[src/rtl/store_buffer.sv]
// Posted-write store buffer between the MEM stage and a single-port data memory.
// Optional macro SB_FORWARD_EN: youngest-match load forwarding instead of load stalls.
module store_buffer #(
    parameter int DEPTH = 4,
    parameter int CW    = 3
) (
    input  logic          CLK,
    input  logic          RST_N,
    input  logic          MemWriteM,
    input  logic          MemToRegM,
    input  logic [31:0]   ALUOutM,
    input  logic [31:0]   WriteDataM,
    output logic [31:0]   ReadDataM,
    output logic          StallSB,
    output logic [31:0]   MemA,
    output logic [31:0]   MemWD,
    output logic          MemWE,
    input  logic [31:0]   MemRD,
    output logic [CW-1:0] Count,
    output logic          Empty
);
    localparam int AW = (DEPTH > 1) ? $clog2(DEPTH) : 1;

    logic [31:0]    addr_q [DEPTH];
    logic [31:0]    data_q [DEPTH];
    logic [AW-1:0]  head_q, head_d;
    logic [AW-1:0]  tail_q, tail_d;
    logic [CW-1:0]  count_q, count_d;

    logic             full, empty;
    logic             load_req, hazard, load_owns;
    logic             push, pop, any_match;
    logic [DEPTH-1:0] match_vec;

    assign full     = (count_q == CW'(DEPTH));
    assign empty    = (count_q == '0);
    // A simultaneous store and load is treated as a store only.
    assign load_req = MemToRegM & ~MemWriteM;

    // Entry gi is valid when its distance from head is below the count.
    for (genvar gi = 0; gi < DEPTH; gi++) begin : g_match
        logic [AW-1:0] off;
        assign off           = AW'(gi) - head_q;
        assign match_vec[gi] = (CW'(off) < count_q) && (addr_q[gi] == ALUOutM);
    end

    assign any_match = |match_vec;

`ifdef SB_FORWARD_EN
    logic [31:0] fwd_data;

    // Walk oldest to youngest so the last hit (closest to tail) wins.
    always_comb begin
        logic [AW-1:0] idx;
        fwd_data = '0;
        idx      = '0;
        for (int k = 0; k < DEPTH; k++) begin
            idx = head_q + AW'(k);
            if (match_vec[idx]) begin
                fwd_data = data_q[idx];
            end
        end
    end

    assign hazard    = 1'b0;
    assign ReadDataM = (load_req && any_match) ? fwd_data : MemRD;
`else
    assign hazard    = load_req & any_match;
    assign ReadDataM = MemRD;
`endif

    assign load_owns = load_req & ~hazard;
    assign push      = RST_N & MemWriteM & ~full;
    assign pop       = RST_N & ~load_owns & ~empty;

    assign MemWE   = pop;
    assign MemA    = pop ? addr_q[head_q] : ALUOutM;
    assign MemWD   = data_q[head_q];
    assign StallSB = RST_N & ((MemWriteM & full) | hazard);
    assign Count   = count_q;
    assign Empty   = empty;

    always_comb begin
        head_d  = head_q;
        tail_d  = tail_q;
        count_d = count_q;
        if (pop) begin
            head_d = head_q + AW'(1);
        end
        if (push) begin
            tail_d = tail_q + AW'(1);
        end
        unique case ({push, pop})
            2'b10:   count_d = count_q + CW'(1);
            2'b01:   count_d = count_q - CW'(1);
            default: count_d = count_q;
        endcase
    end

    always_ff @(posedge CLK) begin
        if (!RST_N) begin
            head_q  <= '0;
            tail_q  <= '0;
            count_q <= '0;
        end else begin
            head_q  <= head_d;
            tail_q  <= tail_d;
            count_q <= count_d;
        end
    end

    // Entry storage carries no reset so it can map onto RAM.
    always_ff @(posedge CLK) begin
        if (push) begin
            addr_q[tail_q] <= ALUOutM;
            data_q[tail_q] <= WriteDataM;
        end
    end
endmodule

[config.mk]
export PLATFORM = sky130hd
export DESIGN_NAME = store_buffer
export DESIGN_NICKNAME = d
export VERILOG_FILES = /design/src/rtl/store_buffer.sv
export SDC_FILE = /design/constraint.sdc
export NUM_CORES = 1
export LEC_CHECK = 0
export CAP_MARGIN = 15
export CORE_MARGIN = 2
export CORE_UTILIZATION = 37
export CTS_BUF_LIST = sky130_fd_sc_hd__clkbuf_4 sky130_fd_sc_hd__clkbuf_8 sky130_fd_sc_hd__clkbuf_16
export CTS_CLUSTER_DIAMETER = 100
export DETAILED_ROUTE_END_ITERATION = 8
export PLACE_DENSITY_LB_ADDON = 0.25
export SYNTH_ARGS = -nofsm -noshare
export SYNTH_HDL_FRONTEND = slang
export SYNTH_SLANG_ARGS = --single-unit
[constraint.sdc]
create_clock -name CLK -period 4.4 [get_ports CLK]
set_clock_uncertainty 0.05 [all_clocks]
set_input_delay 0.44 -clock CLK [delete_from_list [all_inputs] [get_ports CLK]]
set_output_delay 0.44 -clock CLK [all_outputs]
set_load 0.05 [all_outputs]
### After elaboration in Yosys (flattened, before gate mapping)

Memories as Yosys holds them, arrays and structs flattened. A register that Yosys moved wholly into a read port is not among the register bits.
Index checks and enable logic that the tools add are counted.

| word-level totals | value |
|---|---|
| bits in registers | 7 |
| bits in writable memories | 256 |
| input port bits | 100 |
| output and inout port bits | 102 |
| memories | 2 |

Memories:

| name | words | width | read ports | clocked after memory_dff | wr ports | line | RTL |
|---|---|---|---|---|---|---|---|
| addr_q | 4 | 32 | 5 | 1 | 1 | 24 | `logic [31:0] addr_q [DEPTH];` |
| data_q | 4 | 32 | 1 | 1 | 1 | 25 | `logic [31:0] data_q [DEPTH];` |

| operators by class | value |
|---|---|
| add/sub/neg operators | 8 |
| $lt $le $gt $ge | 4 |
| equal/unequal tests | 7 |
| mux-type cells | 8 |
| bitwise logic cells | 15 |
| reduce and logical (&&, ||, !) cells | 7 |

Operators with widths:

| operator | number |
|---|---|
| $eq A32 B32 Y1 | 4 |
| $mux W32 | 1 |
| $lt A2 B3 Y1 | 4 |
| $and A1 B1 Y1 | 9 |
| $mux W2 | 4 |
| $pmux W3 S2 | 1 |
| $not A1 Y1 | 5 |
| $add A2 B1 Y2 const B | 2 |
| $logic_and A1 B1 Y1 | 4 |
| $reduce_or A4 Y1 | 1 |
| $sub A1 B2 Y2 const A | 2 |
| $sub A2 B2 Y2 const A | 2 |
| $add A3 B1 Y3 const B | 1 |
| $eq A3 B3 Y1 const B | 1 |
| $logic_not A3 Y1 | 1 |
| $sub A3 B1 Y3 const B | 1 |
| $eq A2 B1 Y1 const B | 1 |
| $eq A2 B2 Y1 const B | 1 |
| $mux W1 | 2 |
| $reduce_bool A2 Y1 | 1 |
| $or A1 B1 Y1 | 1 |

### Logic depth before layout (Yosys ltp)

| logic depth | value |
|---|---|
| word-level depth | 12 |
| depth in mapped cells | 15 |

### Worst setup path after synthesis

OpenSTA, ideal clock, no wires.

| timing path | value |
|---|---|
| path kind | register -> register |
| start | reg count_q[1] (netlist: Count[1]) |
| end | reg count_q[2] (netlist: Count[2]) |
| library setup time | 0.076 ns |
| data arrival time | 3.473 ns |
| slack | 0.802 ns |
| stages on the path, launching flop included | 14 |
| path buffers | 1 |
| clock period less this slack | 3.598 ns |
| cells stage by stage | dfxtp_1 inv_1 ha_1 a21oi_1 o211ai_1 nor4_2 nor4_4 a21oi_4 buf_12 ha_1 fa_1 xnor2_1 or3_1 a21boi_0 |

| between the ends | value |
|---|---|
| longest elaborated chain between the ends | 11 |
| elaborated cells on any way between the ends | 26 |

RTL lines:

| element | line | RTL |
|---|---|---|
| start: declaration | 28 | `logic [CW-1:0] count_q, count_d;` |
| start signal: assignment | 108 | `count_q <= count_d;` |
| $lt A2 B3 Y1 | 44 | `assign match_vec[gi] = (CW'(off) < count_q) && (addr_q[gi] == ALUOutM);` |
| $logic_and A1 B1 Y1 | 44 |  |
| $reduce_or A4 Y1 | 47 | `assign any_match = \|match_vec;` |
| $and A1 B1 Y1 | 68 | `assign hazard = load_req & any_match;` |
| $not A1 Y1 | 72 | `assign load_owns = load_req & ~hazard;` |
| $and A1 B1 Y1 | 72 |  |
| $not A1 Y1 | 74 | `assign pop = RST_N & ~load_owns & ~empty;` |
| $and A1 B1 Y1 | 74 |  |
| $and A1 B1 Y1 * | 74 |  |
| named net MemWE | 17 | `output logic MemWE,` |
| $eq A2 B1 Y1 or $eq A2 B2 Y1 (tied branches) | 93 | `unique case ({push, pop})` |
| $pmux W3 S2 or $reduce_bool A2 Y1 (tied branches) | n/a |  |

The timed path passes the listed nets; every way through them passes the cells marked *.
A chain may end at the register's enable or synchronous reset.

### Worst setup path after layout

| timing path | value |
|---|---|
| start | in ALUOutM[12] |
| end | out MemA[12] |

| between the ends | value |
|---|---|
| longest elaborated chain between the ends | 10 |
| elaborated cells on any way between the ends | 16 |

RTL lines:

| element | line | RTL |
|---|---|---|
| start: declaration | 11 | `input logic [31:0] ALUOutM,` |
| $eq A32 B32 Y1 | 44 |  |
| $logic_and A1 B1 Y1 | 44 |  |
| $reduce_or A4 Y1 | 47 |  |
| $and A1 B1 Y1 | 68 |  |
| $not A1 Y1 | 72 |  |
| $and A1 B1 Y1 | 72 |  |
| $not A1 Y1 | 74 |  |
| $and A1 B1 Y1 (2 in a row) | 74 |  |
| $mux W32 * | 77 | `assign MemA = pop ? addr_q[head_q] : ALUOutM;` |
| end: declaration | 15 | `output logic [31:0] MemA,` |

Mark *: on every way between the ends. The rest lies on a longest branch, timed or not.

==> metrics.txt <==
Synth Register Bits=265; final core utilization=45.9%; Yosys top cell by area=edfxtp_1; Post-Syn Area=about 12000 um2; die area=34700 um2; startpoint types=input pin; Root Buffer=clkbuf_16; sequential fraction of the synthesis area=64.0%; overall power=approximately 8.0 mW; Mean Syn Cell Area=18.0 um2; CTS Buf Count=30; leading cell types by total area after synthesis=edfxtp_1 (63%), mux4_2 (12%), xor2_1 (6.8%); core area=32600 um2; Ys Warns=0; first-pass GRT wire length=43100 um; average wire per standard cell=22.8 um; routing usage on met2=between 20% and 30%; fin area=15000 um2; Slew HR=28.2%; total gr overflow=0; Tcrit/Tclk final=95.7%; unique cell type count in the Yosys netlist=40; Post-DP Area=14000 um2; final setup vio count=0; Final Net Count=898; fraction of layout cells with a size suffix above 1=26.5%; Synth Flop Type=edfxtp_1; max-slew violations=0; Worst-path clk slew=50 ps; asr flop ratio synth=0%; Critical Path End Type=primary output; Initial Utilization=37.7%; clock latency on the worst-skew pair=570 ps; CTS sink count=265; num rows=66; Top-Level Pins=~200; critical path class=in2out; most used routing layer=met2; Die Ht=186 um; largest net degree at the start of global routing=65; EDFF count, synth=256; Worst EP required=around 4000 ps; Period minus WS final=4210 ps; # hold bufs at CTS=0; RSZ-0062 raised after global routing=false; number of max-cap violations=0; syn nets=792; GRT Resource Usage Total=16.3%; most frequent cells after synthesis=edfxtp_1 (256), xor2_1 (96), mux4_2 (64); Pwr Density=between 500 and 600 nW/um2; final WL=28500 um; most common cell in the synthesized netlist=edfxtp_1; Worst-Margin Slew=1080 ps; drt first pass iters=5; fmax=238 MHz; Pleak=4.92 nW; drt drc=0; antenna violations before repair=3; Layout area overhead=21.8%; Yosys top cell area share=a little over three fifths; chip width=186 um; status=completed; number of global-route vias before repair=6788; hold_ws=455 ps; clk buf depth=3; HP Class=in2reg; Final GP Congestion=0.805; CTS HTree Levels=1; Port Buf Inserts=137; Fin. Hold Viols=0; HPWL Detailed=19000 um; GR met1 Demand/Resource=21.8%; vias per cell=5.09; post-cts repair resize count=0; post-CTS setup buffer count=0; CTS tree=done; TNS Setup=0 ps; drt initial violations=501; DRT antenna net count=0; Max FO, Critical Path=9; Gate Count Post-Synth=about 680; Global Route met3 Usage=4.18%; total number of vias=roughly 6400; crit path DAT=3720 ps; maximum vdd drop=0.415 mV
-- cell families (layout without fill, tap and decap cells) --
kind of cell	after synthesis	after routing	synth area share (%)
muxes	98	98	15.7
xor gates and xnor gates	132	132	9.40
buffers and inverters	93	222	5.00
adders and majority gates	10	10	1.08
AOI/OAI and AO/OA	17	17	1.02
other	0	1	0
DFF	265	265	64.0
and+or+nand+nor	67	67	3.83
-- final cells by class --
cell class	instances	area [um2]
Fill cell	2772	17600
Sequential cell	265	7870
Multi-Input combinational cell	324	3820
Timing Repair Buffer	159	1730
Clock buffer	41	833
Tap cell	442	553
Clock inverter	14	139
Inverter	8	30.0
Antenna cell	1	2.50
-- worst max-delay path: stages --
cell and delay [ps]:
clkdlybuf4s50_1 610, xor2_1 280, nor4_1 600, nand4_1 210
nor4_2 330, nor4_4 120, a21oi_4 300, buf_4 300
mux2_4 350, buf_12 150
-- worst paths after layout --
path	to	slack, ps	depth (start not counted)	startpoint
worst max register to register	Count[2]$_SDFFE_PN0P_	870	13	head_q[0]$_SDFFE_PN0N_
worst min register to register	tail_q[1]$_SDFFE_PN0P_	530	2	tail_q[1]$_SDFFE_PN0P_
worst min-delay path	data_q[1][13]$_DFFE_PP_	460	1	WriteDataM[13]
worst max-delay path	MemA[12]	190	10	ALUOutM[12]
-- sequential cells by signal (all words and copies together) (netlist names), named ones only --
register,flops
Count,3
tail_q,2
head_q,2
addr_q,128
data_q,128
-- stage by stage --
stage / instances / setup WS (ps)
floorplan: 682 / 802
global placement: 1198 / 260
detailed placement: 1198 / 183
CTS: 1253 / 152
global route: 1253 / 21.1
finish: 1254 / 190
-- placed cells by master (no fill, tap or decap), types with 8 or more instances in the layout --
| cell | netlist | routed |
|---|---|---|
| inv_1 | 8 | 8 |
| mux2_4 | 29 | 29 |
| xnor2_1 | 36 | 36 |
| clkdlybuf4s50_1 | 0 | 103 |
| edfxtp_1 | 256 | 256 |
| nand4_1 | 15 | 15 |
| xor2_1 | 96 | 96 |
| clkbuf_4 | 0 | 11 |
| buf_4 | 32 | 34 |
| nor4_2 | 8 | 8 |
| clkinv_1 | 0 | 8 |
| ha_1 | 9 | 9 |
| clkbuf_16 | 0 | 30 |
| nor4_1 | 20 | 20 |
| buf_12 | 3 | 22 |
| mux4_2 | 64 | 64 |
-- layer usage --
layer | vias to the layer above | routed length [um]
li1 | 2820 | -
met1 | 3250 | 11900
met2 | 242 | 13700
met3 | 70 | 2140
met4 | 2 | 768
met5 | - | 13
-- power by group --
| group | leakage (nW) | switching [mW] | internal [mW] |
|---|---|---|---|
| clock network | 0.485 | 0.977 | 1.44 |
| registers | 2.40 | 0.203 | 2.90 |
| logic | 2.04 | 1.38 | 1.10 |
| total | 4.92 | 2.56 | 5.44 |
Power figures use the tool's default switching activity.
